**src/rtl/alu_exec_unit_pkg.sv**
```systemverilog
// Shared encodings for the Simple RISC Machine execute unit: instruction
// fields, opcode/op pairs, shift and ALU operation codes, FSM state codes.
package alu_exec_unit_pkg;

  localparam logic [2:0] OPC_ALU = 3'b101;
  localparam logic [2:0] OPC_MOV = 3'b110;

  localparam logic [1:0] OP_MOV_REG = 2'b00;
  localparam logic [1:0] OP_MOV_IMM = 2'b10;
  localparam logic [1:0] OP_ADD     = 2'b00;
  localparam logic [1:0] OP_CMP     = 2'b01;
  localparam logic [1:0] OP_AND     = 2'b10;
  localparam logic [1:0] OP_MVN     = 2'b11;

  localparam logic [1:0] SH_PASS = 2'b00;
  localparam logic [1:0] SH_LSL  = 2'b01;
  localparam logic [1:0] SH_LSR  = 2'b10;
  localparam logic [1:0] SH_ASR  = 2'b11;

  localparam logic [1:0] ALU_ADD = 2'b00;
  localparam logic [1:0] ALU_SUB = 2'b01;
  localparam logic [1:0] ALU_AND = 2'b10;
  localparam logic [1:0] ALU_NOT = 2'b11;

  localparam logic [2:0] ST_WAIT      = 3'd0;
  localparam logic [2:0] ST_DECODE    = 3'd1;
  localparam logic [2:0] ST_WRITE_IMM = 3'd2;
  localparam logic [2:0] ST_GET_A     = 3'd3;
  localparam logic [2:0] ST_GET_B     = 3'd4;
  localparam logic [2:0] ST_EXEC      = 3'd5;
  localparam logic [2:0] ST_WRITE_REG = 3'd6;

  typedef struct packed {
    logic [2:0] opcode;
    logic [1:0] op;
    logic [2:0] rn;
    logic [2:0] rd;
    logic [1:0] sh;
    logic [2:0] rm;
  } instr_t;

  // imm8 spans the rd/sh/rm fields of a MOV-immediate.
  function automatic logic [15:0] sx_imm8(input instr_t ir);
    logic [7:0] imm;
    imm = {ir.rd, ir.sh, ir.rm};
    return {{8{imm[7]}}, imm};
  endfunction

endpackage

```
**src/rtl/ALU.sv**
```systemverilog
// Existing datapath ALU: add, subtract, and, not-B; Z flags a zero result.
module ALU (
  input  logic [15:0] Ain,
  input  logic [15:0] Bin,
  input  logic [1:0]  ALUop,
  output logic [15:0] out,
  output logic        Z
);

  always_comb begin
    case (ALUop)
      2'b00:   out = Ain + Bin;
      2'b01:   out = Ain - Bin;
      2'b10:   out = Ain & Bin;
      default: out = ~Bin;
    endcase
  end

  assign Z = (out == 16'h0000);

endmodule

```
**src/rtl/regfile8x16.sv**
```systemverilog
// Eight 16-bit registers: one synchronous write port, one combinational read port.
module regfile8x16 (
  input  logic        clk,
  input  logic        i_write,
  input  logic [2:0]  i_writenum,
  input  logic [2:0]  i_readnum,
  input  logic [15:0] i_data,
  output logic [15:0] o_data
);

  logic [15:0] r_mem [8];

  // NOTE: storage arrays carry no reset; software must write a register before reading it.
  always_ff @(posedge clk) begin
    if (i_write) r_mem[i_writenum] <= i_data;
  end

  assign o_data = r_mem[i_readnum];

endmodule

```
**src/rtl/alu_exec_unit.sv**
```systemverilog
// Multi-cycle execute unit: sequences regfile reads into A/B, runs the ALU,
// writes the result back to the regfile and to output register C.
module alu_exec_unit
  import alu_exec_unit_pkg::*;
(
  input  logic        clk,
  input  logic        reset,
  input  logic        s,
  input  logic [15:0] in,
  output logic        w,
  output logic [15:0] out,
  output logic        N,
  output logic        V,
  output logic        Z
);

  logic [2:0]  r_state;
  instr_t      r_ir;
  logic [15:0] r_a, r_b, r_c;
  logic        r_n, r_v, r_z;

  logic [2:0]  w_next_state;
  logic        w_is_mov, w_is_cmp;
  logic        w_write;
  logic [2:0]  w_readnum, w_writenum;
  logic [15:0] w_wdata, w_rdata;
  logic [15:0] w_ain, w_bin, w_alu_out;
  logic [1:0]  w_aluop;
  logic        w_alu_z;

  assign w_is_mov = (r_ir.opcode == OPC_MOV);
  assign w_is_cmp = (r_ir.opcode == OPC_ALU) && (r_ir.op == OP_CMP);

  // NOTE: every always_comb output gets a default first so no path can infer a latch.
  always_comb begin
    w_next_state = ST_WAIT;
    case (r_state)
      ST_WAIT:   w_next_state = s ? ST_DECODE : ST_WAIT;
      ST_DECODE: begin
        if (w_is_mov && r_ir.op == OP_MOV_IMM)                 w_next_state = ST_WRITE_IMM;
        else if (w_is_mov && r_ir.op == OP_MOV_REG)            w_next_state = ST_GET_B;
        else if (r_ir.opcode == OPC_ALU && r_ir.op == OP_MVN)  w_next_state = ST_GET_B;
        else if (r_ir.opcode == OPC_ALU)                       w_next_state = ST_GET_A;
        else                                                   w_next_state = ST_WAIT;
      end
      ST_GET_A:  w_next_state = ST_GET_B;
      ST_GET_B:  w_next_state = ST_EXEC;
      ST_EXEC:   w_next_state = w_is_cmp ? ST_WAIT : ST_WRITE_REG;
      default:   w_next_state = ST_WAIT;
    endcase
  end

  always_comb begin
    w_bin = r_b;
    case (r_ir.sh)
      SH_LSL:  w_bin = {r_b[14:0], 1'b0};
      SH_LSR:  w_bin = {1'b0, r_b[15:1]};
      SH_ASR:  w_bin = {r_b[15], r_b[15:1]};
      default: w_bin = r_b;
    endcase
  end

  assign w_ain   = w_is_mov ? 16'h0000 : r_a;
  assign w_aluop = w_is_mov ? ALU_ADD : r_ir.op;

  ALU u_alu (
    .Ain   (w_ain),
    .Bin   (w_bin),
    .ALUop (w_aluop),
    .out   (w_alu_out),
    .Z     (w_alu_z)
  );

  // A write pending on the reset edge is dropped.
  assign w_write    = !reset && (r_state == ST_WRITE_IMM || r_state == ST_WRITE_REG);
  assign w_readnum  = (r_state == ST_GET_A) ? r_ir.rn : r_ir.rm;
  assign w_writenum = (r_state == ST_WRITE_IMM) ? r_ir.rn : r_ir.rd;
  assign w_wdata    = (r_state == ST_WRITE_IMM) ? sx_imm8(r_ir) : r_c;

  regfile8x16 u_regfile (
    .clk        (clk),
    .i_write    (w_write),
    .i_writenum (w_writenum),
    .i_readnum  (w_readnum),
    .i_data     (w_wdata),
    .o_data     (w_rdata)
  );

  // NOTE: state registers use non-blocking assignment so all of them update together on the edge.
  always_ff @(posedge clk) begin
    if (reset) begin
      r_state <= ST_WAIT;
      r_ir    <= '0;
      r_a     <= '0;
      r_b     <= '0;
      r_c     <= '0;
      r_n     <= 1'b0;
      r_v     <= 1'b0;
      r_z     <= 1'b0;
    end else begin
      r_state <= w_next_state;
      case (r_state)
        ST_WAIT:  if (s) r_ir <= in;
        ST_GET_A: r_a <= w_rdata;
        ST_GET_B: r_b <= w_rdata;
        ST_EXEC: begin
          if (w_is_cmp) begin
            r_z <= w_alu_z;
            r_n <= w_alu_out[15];
            r_v <= (w_ain[15] != w_bin[15]) && (w_alu_out[15] != w_ain[15]);
          end else begin
            r_c <= w_alu_out;
          end
        end
        default: ;
      endcase
    end
  end

  assign w   = (r_state == ST_WAIT);
  assign out = r_c;
  assign N   = r_n;
  assign V   = r_v;
  assign Z   = r_z;

endmodule

```
**config.mk**
```make
export PLATFORM = sky130hd
export DESIGN_NAME = alu_exec_unit
export DESIGN_NICKNAME = d
export VERILOG_FILES = /design/src/rtl/alu_exec_unit_pkg.sv /design/src/rtl/ALU.sv /design/src/rtl/regfile8x16.sv /design/src/rtl/alu_exec_unit.sv
export SDC_FILE = /design/constraint.sdc
export NUM_CORES = 1
export LEC_CHECK = 0
export ABC_AREA = 1
export BUFFER_PORTS_ARGS = -buffer_cell sky130_fd_sc_hd__buf_4
export CORE_MARGIN = 5
export CORE_UTILIZATION = 52
export CTS_CLUSTER_DIAMETER = 40
export CTS_CLUSTER_SIZE = 14
export DETAILED_ROUTE_END_ITERATION = 10
export PLACE_DENSITY = 0.72
export SETUP_SLACK_MARGIN = 0.02
export SLEW_MARGIN = 30
export SYNTH_ARGS = -nofsm -noshare
export SYNTH_HDL_FRONTEND = slang
export SYNTH_HIERARCHICAL = 1
export SYNTH_SLANG_ARGS = --single-unit
export TNS_END_PERCENT = 1
```
**constraint.sdc**
```tcl
create_clock -name clk -period 4.21 [get_ports clk]
set_input_delay 0.842 -clock clk [delete_from_list [all_inputs] [get_ports clk]]
set_output_delay 0.842 -clock clk [all_outputs]
set_load 0.1 [all_outputs]
```
# --- Word level (Yosys, flattened, before mapping) ---
# Memories as Yosys holds them, arrays and structs flattened.
# Index checks and enable logic that the tools add are counted.
op_classes:
  addsub: 2
  n_eq_ne: 18
  muxes: 16
  bitwise: 3
  n_reduce_logical: 15
ops:
  columns: ["operator", "n"]
  rows:
  - ["$pmux W16 S3", 2]
  - ["$mux W16", 2]
  - ["$mux W3", 6]
  - ["$add A16 B16 Y16", 1]
  - ["$and A16 B16 Y16", 1]
  - ["$logic_not A16 Y1", 1]
  - ["$not A16 Y16", 1]
  - ["$sub A16 B16 Y16", 1]
  - ["$eq A3 B3 Y1 const B", 5]
  - ["$pmux W3 S5", 1]
  - ["$eq A2 B2 Y1 const B", 5]
  - ["$eq A2 B1 Y1 const B", 3]
  - ["$eq A3 B2 Y1 const B", 2]
  - ["$logic_and A1 B1 Y1", 6]
  - ["$reduce_and A2 Y1", 3]
  - ["$logic_not A2 Y1", 2]
  - ["$mux W2", 2]
  - ["$eq A3 B1 Y1 const B", 1]
  - ["$logic_not A3 Y1", 1]
  - ["$mux W1", 3]
  - ["$ne A1 B1 Y1", 2]
  - ["$logic_not A1 Y1", 1]
  - ["$logic_or A1 B1 Y1", 1]
  - ["$not A1 Y1", 1]
word_totals:
  regBits: 70
  ram_bits: 128
  in_bits: 19
  out_inout_bits: 20
  elab_cells: 68
  n_memories: 1
mem_list:
  columns: ["name", "depth", "word_bits", "read_ports", "rd_ports_with_merged_regs", "write_ports", "line_no", "text"]
  rows:
  - ["u_regfile.r_mem", 8, 16, 1, 0, 1, "regfile8x16.sv:11", "logic [15:0] r_mem [8];"]

# --- Logic depth before layout (Yosys ltp) ---
depth:
  ltp_word: 6
  ltp_mapped: 32
  depth_no_buf: 31

# --- Modules after synthesis ---
# Netlist, hierarchy kept.
by_module_without_submodules:
  columns: ["module", "instances", "cells_each", "area_per_inst_um2", "seq_area_each_um2"]
  rows:
  - ["regfile8x16", 1, 571, 5669.2, 3843.7]
  - ["alu_exec_unit", 1, 463, 3163.0, 1401.3]
  - ["ALU", 1, 324, 1714.1, 0.0]

# --- Least setup slack after synthesis ---
# OpenSTA, ideal clock, no wires.
synth_timing:
  path_kind: "register to register"
  startpoint: "register r_ir[3] in the netlist's numbering"
  endpoint: "register r_z (netlist: Z)"
  setup_ps: 117
  t_arrival_ps: 3267
  t_required_ps: 4093
  slack_ps: 826
  path_stages_with_launch: 29
  n_path_buf: 1
  path_cell_list: "dfxtp_1 > inv_1 > nor2_1 > clkbuf_1 > nand2_1 > o221ai_1 > inv_1 > ha_1 > nand2_1 > nor2_1 > nand2_1 > nor3_1 > nand3_1 > o21ai_0 > xor2_1 > ha_1 > nand2_1 > nor2_1 > and2_1 > a21oi_2 > inv_1 > nand2_1 > nand3_2 > nand2_2 > nor2_2 > nand3_1 > nor2_1 > o21ai_0 > nor2_1"
synth_via:
  elab_chain_len: 5
synth_rtl:
  columns: ["item", "line_no", "text"]
  rows:
  - ["start: declaration", "alu_exec_unit.sv:18", "instr_t r_ir;"]
  - ["start signal: assignment", "alu_exec_unit.sv:103", "ST_WAIT: if (s) r_ir <= in;"]
  - ["$eq A2 B2 Y1 or $eq A2 B1 Y1 (tied branches)", "alu_exec_unit.sv:55", "case (r_ir.sh)"]
  - ["$pmux W16 S3 (*)", "alu_exec_unit.sv:55", null]
  - ["via w_bin[1]", "alu_exec_unit.sv:27", "logic [15:0] w_ain, w_bin, w_alu_out;"]
  - ["$sub A16 B16 Y16 or $add A16 B16 Y16 (tied branches)", "ALU.sv:13, ALU.sv:12", null]
  - ["$pmux W16 S3 (*)", "ALU.sv:11", "case (ALUop)"]
  - ["via w_alu_out[15]", "alu_exec_unit.sv:27", null]
  - ["$logic_not A16 Y1 (*)", "ALU.sv:19", "assign Z = (out == 16'h0000);"]
  - ["via w_alu_z", "alu_exec_unit.sv:29", "logic w_alu_z;"]
  - ["end signal: assignment", "alu_exec_unit.sv:108", "r_z <= w_alu_z;"]
  - ["end: declaration", "alu_exec_unit.sv:20", "logic r_n, r_v, r_z;"]
# Mark *: on every way through the listed nets, which the timed path passes. The rest lies on a longest branch.
# A chain may end at the register's enable or synchronous reset.

# --- Final worst setup path ---
layout_timing:
  startpoint: "register r_ir[4] in the netlist's numbering"
  endpoint: "register r_z (netlist: Z)"
layout_via:
  elab_chain_len: 5
layout_rtl:
  columns: ["item", "line_no", "text"]
  rows:
  - ["$eq A2 B2 Y1 or $eq A2 B1 Y1 (tied branches)", "alu_exec_unit.sv:55", null]
  - ["$pmux W16 S3 (*)", "alu_exec_unit.sv:55", null]
  - ["via w_bin[2]", "alu_exec_unit.sv:27", null]
  - ["$sub A16 B16 Y16, or another cell as far along", "ALU.sv:13", "2'b01: out = Ain - Bin;"]
  - ["$pmux W16 S3 (*)", "ALU.sv:11", null]
  - ["$logic_not A16 Y1 (*)", "ALU.sv:19", null]
  - ["via w_alu_z", "alu_exec_unit.sv:29", null]
# Marked as above.

==> results.md <==
- RSZ-0062 raised after global routing: no
- CTS tree: yes
- Status: complete, no violations
- Max cap viols: 0
- YS warnings: 6
- Mapped Area: around 11,000 sq um
- TritonCTS buffer count: 17
- Synth-to-layout area growth: 11.1%
- Cells after synthesis: around 1,400
- Worst slew margin: 0.404
- Initial DRC count: 686
- Row count: 52
- DR WL/cell: ~16 um
- CP Launch Type: flop
- Max Root-Sink Buffers: 2
- Max FO, Critical Path: 13
- Register area share after synthesis: 0.497
- Worst setup slack after placement: ~0.3 ns
- CTS H-tree lvls: 4
- Initial core utilization: 0.525
- Actual slew at the worst max-slew pin: 0.893 ns
- Syn avg cell area: between 7 and 8 sq um
- Crit path arrival time: between 4 and 5 ns
- Post-route clock period utilization: 0.901
- Setup WS post-layout: approximately 0.42 ns
- WP data required: between 4 and 5 ns
- Reg clk slew, reported paths: approximately 0.070 ns
- Max Clock Skew: about 0.012 ns
- Register bit total from synthesis: approximately 200
- R2r startpoint: r_ir[4]
- Core box area: about 20,000 sq um
- Slew Limit Fails: 0
- Finished Layout Cells: approximately 1,700
- Area contributors post-synth: edfxtp_1 (36%), nand2_1 (14%), dfxtp_1 (13%)
- Worst-Skew Late Latency: 0.44 ns
- Hold wc startpoint: r_a[15]
- Ratio of cells with drive above 1 in the final layout: 0.108
- Routed Antenna Nets: 0
- Die Width: about 150 um
- DRC errors left: 0
- ANT cells: 0
- Fillers: 1,837
- Die ar.: ~23,000 sq um
- Antenna violations before repair: 0
- CTS sink count: a little under 200
- Post-layout util: 0.583
- TritonRoute pass-1 iters: 6
- Syn nets: around 1,400
- Dominant cell type by area after synthesis: edfxtp_1
- Synth unique cells: 43
- Vias per std cell: approximately 5.3
- Final hold vios: 0
- # port buffers: 38
- WS Path Type: flop to flop
- Fin nets: 1,429
- Hold Path Class: flop to flop
- Pin count of the biggest net entering global routing: between 60 and 70
- Fmax: about 0.26 GHz
- GPL Wtd Cong: approximately 0.94
- P_leak: roughly 5.4 nW
- Top-level I/O count: 39
- Final Critical Period: 3.79 ns
- Overflow after GRT: 0
- Vias: between 8,000 and 9,000
- Dpl cells: around 1,600
- Global-route wire length before repair: roughly 43,000 um
- Crit. Startpoint: r_ir[4]
- Root buffer cell: clkbuf_16
- DP Wirelength: 18,400 um
- Final Setup Violations: 0
- Final instance area: 11,700 sq um
- P per Cell Area: between 300 and 400 nW/um^2
- Setup_tns: 0 ns
- Max VDD drop: a little over 0.3 mV
- Vias in the first global route: 8,294
- Dpl cell area: ~11,000 sq um
- Post-synth top area share: 0.364
- Total wire length: roughly 27,000 um
- Total track usage: 0.227
- Worst setup EP type: flop
- Chip height: about 150 um
==> final cells by class <==
type / instances / area (sq um) / area share
tap: 270 / 338 / 0.0288
multi-input combinational: 867 / 4120 / 0.352
inverter: 242 / 917 / 0.0783
clock inverter: 13 / 166 / 0.0142
sequential: 198 / 5250 / 0.448
timing repair buffer: 66 / 499 / 0.0426
clock buffer: 18 / 429 / 0.0366
==> synth_stat cells (all sizes together) <==
cell,n
a21oi,56
inv,240
buf,35
o221ai,3
o22ai,1
and2,1
a31oi,11
nor4,1
dfxtp,70
ha,17
o21bai,1
nand4,5
clkinv,2
nand3,111
o21ai,92
clkbuf,16
or2,1
nor3,5
nor2,138
edfxtp,128
xor2,12
o211ai,12
xnor2,2
o31ai,1
fa,1
nand3b,4
nand2,391
a21boi,1
==> critical path, cell delays in order (launching register included) <==
cell      delay [ns]
dfxtp_2         0.34
buf_6           0.14
nor2_1          0.14
buf_4           0.19
inv_2           0.07
o221ai_1        0.30
nor2_1          0.09
nand2_1         0.12
nor2_1          0.08
nor2_1          0.15
a21oi_1         0.08
xor2_1          0.14
ha_1            0.40
nand2_1         0.12
nor2_1          0.28
nand3_1         0.18
nand3_1         0.12
nand2_1         0.05
nand3_1         0.09
nand4_1         0.10
nor2_1          0.11
nand3_1         0.12
nor2_1          0.10
o21ai_0         0.09
nor2_1          0.12
==> what timing repair did <==
action,4_1_cts,5_1_grt
setup buffers,0,4
hold buffers,0,0
setup endpoints to repair,0,3
resized for setup,0,9
==> where the power goes <==
part / switching, mW / total [mW] / internal, mW
clock: 0.760 / 1.66 / 0.896
combinational: 0.400 / 0.580 / 0.180
sequential: 0.0109 / 2.07 / 2.06
total: 1.17 / 4.30 / 3.13
==> path summary, 6_finish.rpt <==
check / to / cells past startpoint / slack (ns)
worst max-delay path: Z / 24 / 0.42
worst min register to register: r_a[15] / 2 / 0.46
worst min-delay path: r_a[15] / 2 / 0.46
worst max register to register: Z / 24 / 0.42
==> sequential cells by signal, summed over array words and instances (netlist names) <==
register and cells:
r_state 3, V 1, r_b 16, u_regfile/r_mem 128, r_a 16, out 16
Z 1, r_ir 16, N 1
==> logic make-up after synthesis <==
logic type      count (synthesis)  synth area share
compound gates                178            0.0924
xor+xnor                       14            0.0116
simple gates                  657             0.261
flops                         198             0.497
buf+inv                       293             0.115
fa+ha+maj                      18            0.0221
==> through the flow <==
stage | hold WS [ns] | total power, mW
after global placement | 0.443 | 2.67
after CTS | 0.462 | 4.30
after detailed placement | 0.451 | 2.67
final | 0.457 | 4.30
after floorplan | 0.424 | 2.54
after global routing | 0.483 | 4.47
==> placed cells by master, fill, tap and decap left out, drive strengths merged, types with 4 or more instances in the layout <==
master  synthesis  final
nand2         391    391
inv           240    246
nor2          138    138
edfxtp        128    128
nand3         111    111
o21ai          92     92
dfxtp          70     70
buf            35     66
a21oi          56     56
clkbuf         16     18
ha             17     17
xor2           12     12
o211ai         12     12
a31oi          11     11
nand4           5      5
nor3            5      5
clkinv          2      5
nand3b          4      4
==> layer usage <==
layer  up-vias  routed length [um]  global-route usage
met4         0                 556              0.0641
met2       263               12500               0.375
li1       4392                   -                   -
met1      4105               12100               0.315
met3        36                1370              0.0332
met5         -                   0                   0
(Power assumes the default switching activity.)
